===== config.mk =====
export PLATFORM = sky130hd
export DESIGN_NAME = mp3_tx
export DESIGN_NICKNAME = d
export VERILOG_FILES = /design/src/rtl/mp3_tx.sv
export SDC_FILE = /design/constraint.sdc
export NUM_CORES = 1
export LEC_CHECK = 0
export CAP_MARGIN = 15
export CORE_MARGIN = 1.5
export CORE_UTILIZATION = 40
export DETAILED_ROUTE_END_ITERATION = 10
export GPL_TIMING_DRIVEN = 1
export PLACE_DENSITY_LB_ADDON = 0.12
export SLEW_MARGIN = 20
export SYNTH_ARGS = -nofsm -noshare
export SYNTH_HDL_FRONTEND = slang
export SYNTH_SLANG_ARGS = --single-unit

===== constraint.sdc =====
create_clock -name clk -period 2.83 [get_ports clk]
set_clock_uncertainty 0.05 [all_clocks]
set_input_delay 0.566 -clock clk [delete_from_list [all_inputs] [get_ports clk]]
set_output_delay 0.566 -clock clk [all_outputs]
set_load 0.05 [all_outputs]

===== src/rtl/mp3_tx.sv =====
// Serial byte transmitter for an MP3 decoder data port (clk/sync/data/req).
// One-byte holding register in front of an MSB-first shifter driving a gated serial clock.
module mp3_tx #(
  parameter int DIV = 2
) (
  input  logic       clk,
  input  logic       rst,
  input  logic [7:0] din,
  input  logic       din_vld,
  output logic       din_rdy,
  output logic       mp3_clk,
  output logic       mp3_sync,
  output logic       mp3_dat,
  input  logic       mp3_req,
  output logic       busy,
  output logic       byte_done
);

  typedef enum logic [1:0] {IDLE, LO, HI} state_t;

  localparam logic [7:0] DIV_M1 = 8'(DIV - 1);

  state_t     state_q;
  logic [7:0] divcnt_q;
  logic [2:0] bitcnt_q;
  logic [7:0] hold_q;
  logic [7:0] shift_q;
  logic       hold_full_q;
  logic       hold_full_d;
  logic       req_meta_q;
  logic       req_s_q;
  logic       clk_q;
  logic       sync_q;
  logic       dat_q;
  logic       done_q;

  logic accept;
  logic phase_end;
  logic mid_fall;
  logic last_fall;
  logic start;

  assign accept    = din_vld & ~hold_full_q;
  assign phase_end = (divcnt_q == 8'd0);
  assign mid_fall  = (state_q == HI) && phase_end && (bitcnt_q != 3'd0);
  assign last_fall = (state_q == HI) && phase_end && (bitcnt_q == 3'd0);
  // req_s only matters at byte boundaries, so a mid-byte drop never truncates a byte
  assign start     = hold_full_q && req_s_q && ((state_q == IDLE) || last_fall);

  assign hold_full_d = accept ? 1'b1 : (start ? 1'b0 : hold_full_q);

  always_ff @(posedge clk or posedge rst) begin
    if (rst) begin
      state_q     <= IDLE;
      divcnt_q    <= 8'd0;
      bitcnt_q    <= 3'd0;
      hold_full_q <= 1'b0;
      req_meta_q  <= 1'b0;
      req_s_q     <= 1'b0;
      clk_q       <= 1'b0;
      sync_q      <= 1'b0;
      dat_q       <= 1'b0;
      done_q      <= 1'b0;
    end else begin
      req_meta_q  <= mp3_req;
      req_s_q     <= req_meta_q;
      hold_full_q <= hold_full_d;
      done_q      <= last_fall;
      if (start) begin
        state_q  <= LO;
        divcnt_q <= DIV_M1;
        bitcnt_q <= 3'd7;
        clk_q    <= 1'b0;
        sync_q   <= 1'b1;
        dat_q    <= hold_q[7];
      end else begin
        case (state_q)
          IDLE: begin
            clk_q  <= 1'b0;
            sync_q <= 1'b0;
          end
          LO: begin
            if (phase_end) begin
              clk_q    <= 1'b1;
              divcnt_q <= DIV_M1;
              state_q  <= HI;
            end else begin
              divcnt_q <= divcnt_q - 8'd1;
            end
          end
          HI: begin
            if (phase_end) begin
              // data only moves on the falling edge so the decoder's rising-edge sample is clean
              clk_q    <= 1'b0;
              divcnt_q <= DIV_M1;
              sync_q   <= 1'b0;
              if (bitcnt_q != 3'd0) begin
                dat_q    <= shift_q[6];
                bitcnt_q <= bitcnt_q - 3'd1;
                state_q  <= LO;
              end else begin
                state_q  <= IDLE;
              end
            end else begin
              divcnt_q <= divcnt_q - 8'd1;
            end
          end
          default: state_q <= IDLE;
        endcase
      end
    end
  end

  always_ff @(posedge clk) begin
    if (accept) hold_q <= din;
    if (start) begin
      shift_q <= hold_q;
    end else if (mid_fall) begin
      shift_q <= {shift_q[6:0], 1'b0};
    end
  end

  assign din_rdy   = ~hold_full_q;
  assign busy      = (state_q != IDLE) | hold_full_q;
  assign mp3_clk   = clk_q;
  assign mp3_sync  = sync_q;
  assign mp3_dat   = dat_q;
  assign byte_done = done_q;

endmodule


## Word-level counts from Yosys, hierarchy flattened

Index checks and enable logic that the tools add are counted.

- Flip-flop bits (word level): 35
- Input bits: 12

- Reduce and logical (&&, ||, !) cells: 24
- $add $sub $neg: 2
- Muxes and demuxes: 26
- Bitwise operators: 3
- Equality and inequality tests: 5

Operator list:

| operator | count |
|---|---|
| $mux 8 | 3 |
| $mux 7 | 2 |
| $reduce_bool 2->1 | 7 |
| $mux 3 | 4 |
| $mux 1 | 11 |
| $reduce_and 3->1 | 3 |
| $logic_not 8->1 | 1 |
| $sub 8x1->8 const B | 1 |
| $mux 2 | 3 |
| $ne 3x3->1 const B | 2 |
| $pmux 2 s3 | 1 |
| $reduce_bool 3->1 | 2 |
| $logic_and 1x1->1 | 5 |
| $reduce_bool 4->1 | 1 |
| $logic_not 3->1 | 1 |
| $pmux 1 s3 | 1 |
| $sub 3x1->3 const B | 1 |
| $eq 2x1->1 const B | 1 |
| $eq 2x2->1 const B | 1 |
| $logic_not 2->1 | 1 |
| $ne 2x2->1 const B | 1 |
| $pmux 1 s2 | 1 |
| $reduce_and 2->1 | 1 |
| $reduce_or 2->1 | 1 |
| other kinds (4) | 4 |

## Longest topological paths before layout

- Word-level depth: 7
- Mapped depth: 8

## Least setup slack after synthesis

OpenSTA, ideal clock, no wires.

- Kind: reg2reg
- From: register divcnt_q[0]
- To: register shift_q[1], data pin
- Slack: 837 ps
- Cell stages (with the launch flop): 7
- Required time: 2520 ps
- Arrival: 1683 ps
- Library setup time: 260 ps
- Buffers on the path: 0
- Clock period less this slack: 1993 ps
- Cells stage by stage: dfrtp_1 -> inv_1 -> ha_1 -> nor3b_2 -> a41oi_4 -> nor2_8 -> mux2_4

- Word-level cells in the longest chain between the ends: 6

Ends and longest elaborated chain:

| item | line | text |
|---|---|---|
| from (decl) | 24 | `logic [7:0] divcnt_q;` |
| from (signal assigned) | 88 | `divcnt_q <= divcnt_q - 8'd1;` |
| from (signal assigned) | 105 | `divcnt_q <= divcnt_q - 8'd1;` |
| $logic_not 8->1 | 44 | `assign phase_end = (divcnt_q == 8'd0);` |
| $logic_and 1x1->1 (2 in series) | 46 | `assign last_fall = (state_q == HI) && phase_end && (bitcnt_q == 3'd0);` |
| $logic_or 1x1->1 | 48 | `assign start = hold_full_q && req_s_q && ((state_q == IDLE) \|\| last_fall);` |
| $logic_and 1x1->1 | 48 |  |
| $mux 7 | 116 | `if (start) begin` |
| to (signal assigned) | 117 | `shift_q <= hold_q;` |
| to (signal assigned) | 119 | `shift_q <= {shift_q[6:0], 1'b0};` |
| to (decl) | 27 | `logic [7:0] shift_q;` |

Every way passes these cells.
A chain may end at the register's enable or synchronous reset.

## Worst setup path after layout

- From: register state_q[1]
- To: output busy

- Word-level cells in the longest chain between the ends: 2

Ends and longest elaborated chain:

| item | line | text |
|---|---|---|
| from (decl) | 23 | `state_t state_q;` |
| from (signal assigned) | 54 | `state_q <= IDLE;` |
| from (signal assigned) | 70 | `state_q <= LO;` |
| from (signal assigned) | 86 | `state_q <= HI;` |
| $reduce_bool 2->1 | 124 | `assign busy = (state_q != IDLE) \| hold_full_q;` |
| $or 1x1->1 | 124 |  |
| to (decl) | 15 | `output logic busy,` |

Every way passes these cells.

==> run metrics <==
Tmin final 2590 ps; flop2flop setup slack 660 ps; hold_ws 302 ps; RSZ-0062 raised after global routing false; Worst Path Arrival between 1500 and 2000 ps; Slew Limit Headroom approximately half; Post-DRT Antenna Nets 0; wire per inst between 10 and 15 um; clk sinks 35; Total Nets Final 179; CTS tree done; Critical Path Max Stage Delay about 800 ps; VDD IR-drop max around 620 uV; drt total wl slightly above 3000 um; measured slew at the worst slew-check pin between 700 and 800 ps; Reg clk slew, reported paths approximately 70 ps; master of the slowest instance on the critical path clkdlybuf4s50_1; # IOs 18; CP endpoint kind output pin; most frequent cells in the layout dfrtp_1 (20), clkdlybuf4s50_1 (17), inv_1 (15), edfxtp_1 (15), ha_1 (8); CP max FO 8; status completed; Die ar. approximately 0.0046 sq mm; YS warnings 0; first-pass GRT wire length 5110 um; Slew Viols, Final 0; Final TNS setup 0 ps; CP Class reg2out; vias approximately 1100; P per Cell Area roughly 1100 mW/mm^2; CP Cell Sequence inv_1, ha_1, nand2_1, clkdlybuf4s50_1; number of max-cap violations 0; P&R area growth vs syn 19.4%; Root Buffer Master clkbuf_8; reg2reg end shift_q[2]; DIE WIDTH 67.8 um; chip height around 68 um; Post-route DRC 0; Setup violations, final 0; Worst Reg2Reg Path Length in Cells 6; vias per cell between 5 and 6; initial antenna violation count 0; post-CTS sizing 0; H-tree depth 2; core area 0.00403 sq mm; Final GP Congestion 0.771; Hold Startpoint req_meta_q; reg2reg start state_q[0]; largest net degree at the start of global routing 21; Mapped Cells roughly 140; CTS Hold Bufs 0; initial core utilization between 40% and 50%; GRT Resource Usage Total between 15 and 20%; total CTS buffers 5; leading cell type in the layout, fill and taps excluded dfrtp_1; Avg Inst Size Synth around 12 sq um; post-CTS setup buffer count 0; Synth cell types 39; leak pwr 0.000863 uW; Critical Path RT between 2000 and 2500 ps; drt pass-1 iters 4; First DRT Iteration DRCs 32; input/output buffers 17; WHS Endpoint req_s_q; register area share after synthesis 56.6%; row cnt 23; total grt overflow 0; max frequency roughly 390 MHz; share of cells above drive strength 1 between 10% and 20%; Syn Std Cell Area approximately 0.0017 sq mm; post-route clock period utilization 91.5%; Setup crit start kind register; synthesis-stage register bit count 35; syn nets 155; DP HPWL between 2000 and 2500 um; vias in the first global route ~1100; worst hold path stage count 0; number of antenna cells inserted 0; Hold Violations, Final 0; Hold Path Class reg2reg; clk_lat worst skew a little under 300 ps; maximum clock insertion buffer count 2
## metrics by stage
stage	area [sq um]	util, %	worst slack, ps	instances	total power, uW
2_1_floorplan	1680	-	837	135	1550
3_3_place_gp	1920	47.7	588	202	1780
3_5_place_dp	1920	47.7	549	202	1810
4_1_cts	2010	49.8	225	210	2170
5_1_grt	2010	49.8	134	210	2310
6_report	2010	49.8	241	210	2150
## synthesized netlist by cell type
library cell / number / share of area, %
ha_1: 8 / 6.0
inv_1: 15 / 3.4
a2bb2oi_1: 2 / 1.0
edfxtp_1: 15 / 27
nand3_1: 4 / 1.2
nand2_1: 6 / 1.3
nor2_8: 1 / 1.2
a211oi_1: 1 / 0.45
clkbuf_1: 1 / 0.22
nor4_1: 2 / 0.74
nor3b_2: 1 / 0.74
o211ai_1: 1 / 0.45
and2_1: 2 / 0.74
clkbuf_2: 1 / 0.30
nand4_1: 2 / 0.74
nand3b_1: 1 / 0.45
o2bb2ai_1: 1 / 0.52
and3_1: 2 / 0.74
nor2_1: 7 / 1.6
a21oi_1: 6 / 1.8
or3_1: 1 / 0.37
nor4_4: 1 / 1.3
mux2i_1: 2 / 1.2
nor3_1: 4 / 1.2
a41oi_4: 1 / 1.6
o31ai_1: 2 / 0.89
buf_2: 1 / 0.30
a31o_2: 1 / 0.52
o21bai_2: 1 / 0.67
mux2_2: 1 / 0.67
o21ai_0: 2 / 0.60
dfrtp_1: 20 / 30
a31oi_1: 4 / 1.5
a22oi_1: 2 / 0.89
a21o_1: 1 / 0.45
nor2b_1: 3 / 1.1
mux2_4: 6 / 5.4
nand2b_1: 2 / 0.74
a221oi_1: 1 / 0.52
## critical path, delay by kind of cell (launching register included)
kind / cells / cell delay [ps]
DFF: 1 / 400
adders and majority gates: 1 / 290
and+or+nand+nor: 1 / 110
buffers and inverters: 2 / 880
## routing by layer
| metal | global-route usage [%] | vias up | part of all wire, % |
|---|---|---|---|
| met5 | 0 | - | 0 |
| met4 | 7.00 | 0 | 1.6 |
| met3 | 5.43 | 7 | 5.1 |
| met2 | 21.7 | 25 | 47 |
| met1 | 21.4 | 536 | 46 |
| li1 | - | 534 | - |
## worst max-delay path by stage
stage	startpoint	endpoint	slack, ps	depth (start not counted)
global placement	state_q[0]	busy	590	4
global route	state_q[0]	busy	130	4
detailed placement	state_q[1]	busy	550	4
CTS	state_q[1]	busy	230	4
floorplan	divcnt_q[0]	shift_q[1]	840	6
finish	state_q[1]	busy	240	4
## cells by family after synthesis
kind of cell	count (synthesis)	share of synthesized area, %
AOI/OAI and AO/OA	26	11.9
and+or+nand+nor	39	14.1
adders and majority gates	8	5.96
buffers and inverters	18	4.17
muxes	9	7.22
DFF	35	56.6
## final cells by class
type                            instances  area [sq um]
Inverter                               15          56.3
Clock buffer                            6          72.6
Sequential cell                        35           951
Tap cell                               50          62.6
Clock inverter                          2          12.5
Multi-Input combinational cell         82           659
Fill cell                             368          2020
Timing Repair Buffer                   20           193
## where the power goes
part / total, uW / internal [uW] / switching [uW]
logic: 989 / 406 / 583
registers: 812 / 697 / 116
clock network: 348 / 172 / 177
## flip-flops by register name (all words and copies together), names as in the netlist
signal / cells
bitcnt_q: 3
mp3_dat: 1
divcnt_q: 8
hold_q: 8
req_s_q: 1
byte_done: 1
shift_q: 7
mp3_clk: 1
mp3_sync: 1
req_meta_q: 1
hold_full_q: 1
state_q: 2
Note: power is estimated with default switching activity, not from simulation.
